### src/rtl/piso_shift_register.sv
// piso_shift_register: MSB-first parallel-in serial-out shifter; define PISO_BITCNT_EN for a busy flag that freezes on word[0]
module piso_shift_register #(
  parameter int   WIDTH    = 10,
  parameter logic FILL_BIT = 1'b0
) (
  input  logic             clk,
  input  logic             reset,
  input  logic [WIDTH-1:0] data_in,
  input  logic             load_n,
`ifdef PISO_BITCNT_EN
  output logic             busy,
`endif
  output logic             data_out
);
  logic [WIDTH-1:0] shift_reg;
  logic [WIDTH-1:0] shifted;
  assign shifted  = (shift_reg << 1) | WIDTH'(FILL_BIT);
  assign data_out = shift_reg[WIDTH-1];
`ifdef PISO_BITCNT_EN
  localparam int CW = $clog2(WIDTH + 1);
  logic [CW-1:0] cnt;
  assign busy = (cnt != '0);
  always_ff @(posedge clk)
    if (!reset) begin
      shift_reg <= '0;
      cnt       <= '0;
    end else if (!load_n) begin
      shift_reg <= data_in;
      cnt       <= CW'(WIDTH - 1);
    end else if (busy) begin
      shift_reg <= shifted;
      cnt       <= cnt - 1'b1;
    end
`else
  always_ff @(posedge clk)
    if (!reset) shift_reg <= '0;
    else if (!load_n) shift_reg <= data_in;
    else shift_reg <= shifted;
`endif
endmodule

### config.mk
export PLATFORM = sky130hd
export DESIGN_NAME = piso_shift_register
export DESIGN_NICKNAME = d
export VERILOG_FILES = /design/src/rtl/piso_shift_register.sv
export SDC_FILE = /design/constraint.sdc
export NUM_CORES = 1
export LEC_CHECK = 0
export BUFFER_PORTS_ARGS = -buffer_cell sky130_fd_sc_hd__buf_2
export CAP_MARGIN = 20
export CORE_AREA = 4 4 41 43
export DETAILED_ROUTE_END_ITERATION = 16
export DIE_AREA = 0 0 45 47
export MAX_ROUTING_LAYER = met4
export SYNTH_ARGS = -nofsm -noshare
export SYNTH_HDL_FRONTEND = slang
export SYNTH_SLANG_ARGS = --single-unit
export TNS_END_PERCENT = 5
### constraint.sdc
create_clock -name clk -period 0.95 [get_ports clk]
set_input_delay 0.095 -clock clk [delete_from_list [all_inputs] [get_ports clk]]
set_output_delay 0.095 -clock clk [all_outputs]
set_load 0.03 [all_outputs]
==> qor.yml <==
outcome: "completed"
drt-met1-wl_um: 265
cts_buffer_depth: 2
crit_path_cell_trace: "buf_2"
drv_cap: 0
setup-tns-final_ns: 0
antennaDiodeCount: 0
leakagePower_uw: 0.0002218
overflow: 0
max_slew_margin_pct: 81.86
viasPerCell: 4.049
endpoint_kind: "output port"
h-tree-depth: 1
synth.avg_cell_area_um2: 11.79
synth_largest_area_cell: "dfxtp_1"
routed.top_layer: "met4"
cts_hold_buf: 0
crit_type: "flip-flop to output port"
period_needed_ns: 0.8316
num-fill-cells: 157
seq_area_um2: 200.2
cts_resized: 0
rsz0062_at_grt: "false"
critical_path_buf_inv_count: 1
post-place-cells: 58
path_clk_slew_ns: 0.06
cts_setup_buffers: 0
final.setup.worst_slack_ns: 0.1184
post-route-period-util_pct: 87.54
grt_pass1_vias: 253
finalClockSkew_ns: 0.006217
die_h_um: 47
hp-class: "input port to flip-flop"
synth_warnings: 0
routed-wl-met2_um: 227
root_buffer: "clkbuf_4"
multi_input_area_um2: 153.9
dp_hpwl_um: 415
core_area_um2: 1301
ios: 14
fp.dieArea_um2: 2115
whs_ns: 0.04752
cts_tree: "built"
numCtsBuffers: 3
wire_per_inst_um: 9.279
synth_seq_cells: 10
place.port_buffers: 13
power_density_nw_per_um2: 1757
start_kind: "flip-flop"
rows: 13
area_delta_synth_final_pct: 26.03
drive_above_1_share_pct: 34.78
critPathTopFamily: "flip-flops"
p_total_uw: 808.9
drt_first_pass_iters: 1
synth_top_area_share_pct: 54.79
preCtsSetupSlack_ns: 0.1888
nNetsFinal: 61
hold_viol: 0
synth_cells: 31
fmax_mhz: 1203
netlist_area_um2: 365.4
finalSetupViolCount: 0
final_antenna_net_count: 0
grt_start_max_net_pins: 11
crit_arrival_ns: 0.74
vias: 247
drc: 0
synth_nets: 44
required_ns: 0.85
insertion_delay_ns: 0.26
cts.sinks: 10
cpMaxStageDelayCell: "dfxtp_1"
drt_iter0_markers: 0
grt_first_pass_wirelength_um: 993
drt_wl_total_um: 566
ir_drop_mv: 0.9137
yosysSeqAreaShare_pct: 54.79
die_w_um: 45
largest_reg_flops: 10
initial_core_util_pct: 28.08
antenna_found_initial: 0
wl_met3_um: 67
ys_top_cells_by_area: "dfxtp_1 55%, mux2i_1 25%, nor2b_1 15%"
stdcell_count: 61
crit_path_max_fanout: 1
slew_violations: 0
max_stage_delay_ns: 0.30
tightestPinTransition_ns: 0.2721
grt_usage_pct: 7.447
place.gp.congestion: 0.5746
yosysUniqueCellTypes: 6
[placed cells by master (no fill, tap or decap), drive strengths merged]
| master | n |
|---|---|
| nand2 | 1 |
| nor2b | 9 |
| dfxtp | 10 |
| nor2 | 1 |
| clkbuf | 3 |
| buf | 13 |
| mux2i | 9 |
[cells in the mapped netlist]
cell,count
nand2_1,1
mux2i_1,9
buf_6,1
nor2b_1,9
nor2_1,1
dfxtp_1,10
[kinds of logic after synthesis]
logic type | synth area share (%)
and+or+nand+nor | 17.46
muxes | 24.66
DFF | 54.79
buffers and inverters | 3.082
[worst paths after layout]
kind                   to  slack (ns)         start  depth (start not counted)
max reg2reg  shift_reg[2]        0.37  shift_reg[1]                          2
min          shift_reg[0]        0.05    data_in[0]                          3
min reg2reg  shift_reg[8]        0.49  shift_reg[7]                          2
max              data_out        0.12  shift_reg[9]                          1
[tightest hold or removal path, cell delays in order]
cell and delay, ns:
buf_2 0.08, nand2_1 0.04, nor2_1 0.06
[cell type report]
class,instances,share of cell area [%]
flip-flops and latches,10,43.48
repair buffers,13,14.13
clock buffers,3,4.891
multi-input cells,20,33.42
well taps,15,4.076
[per-layer routing]
metal	track usage, %	vias to the layer above
met5	-	-
met3	5.364	2
met1	7.339	101
li1	-	132
met4	7.018	0
met2	9.322	12
[metrics by stage]
| step | area (um^2) | utilization [%] |
|---|---|---|
| floorplan | 365.4 | - |
| finish | 460.4 | 35.38 |
| CTS | 460.4 | 35.38 |
| global placement | 437.9 | 33.65 |
| global route | 460.4 | 35.38 |
| detailed placement | 437.9 | 33.65 |
[power breakdown]
| group | internal, uW | total (uW) | switching [uW] |
|---|---|---|---|
| sequential | 443 | 448 | 5.18 |
| clock | 146 | 277 | 131 |
| combinational | 47.3 | 84.1 | 36.9 |
Power figures use the tool's default switching activity.
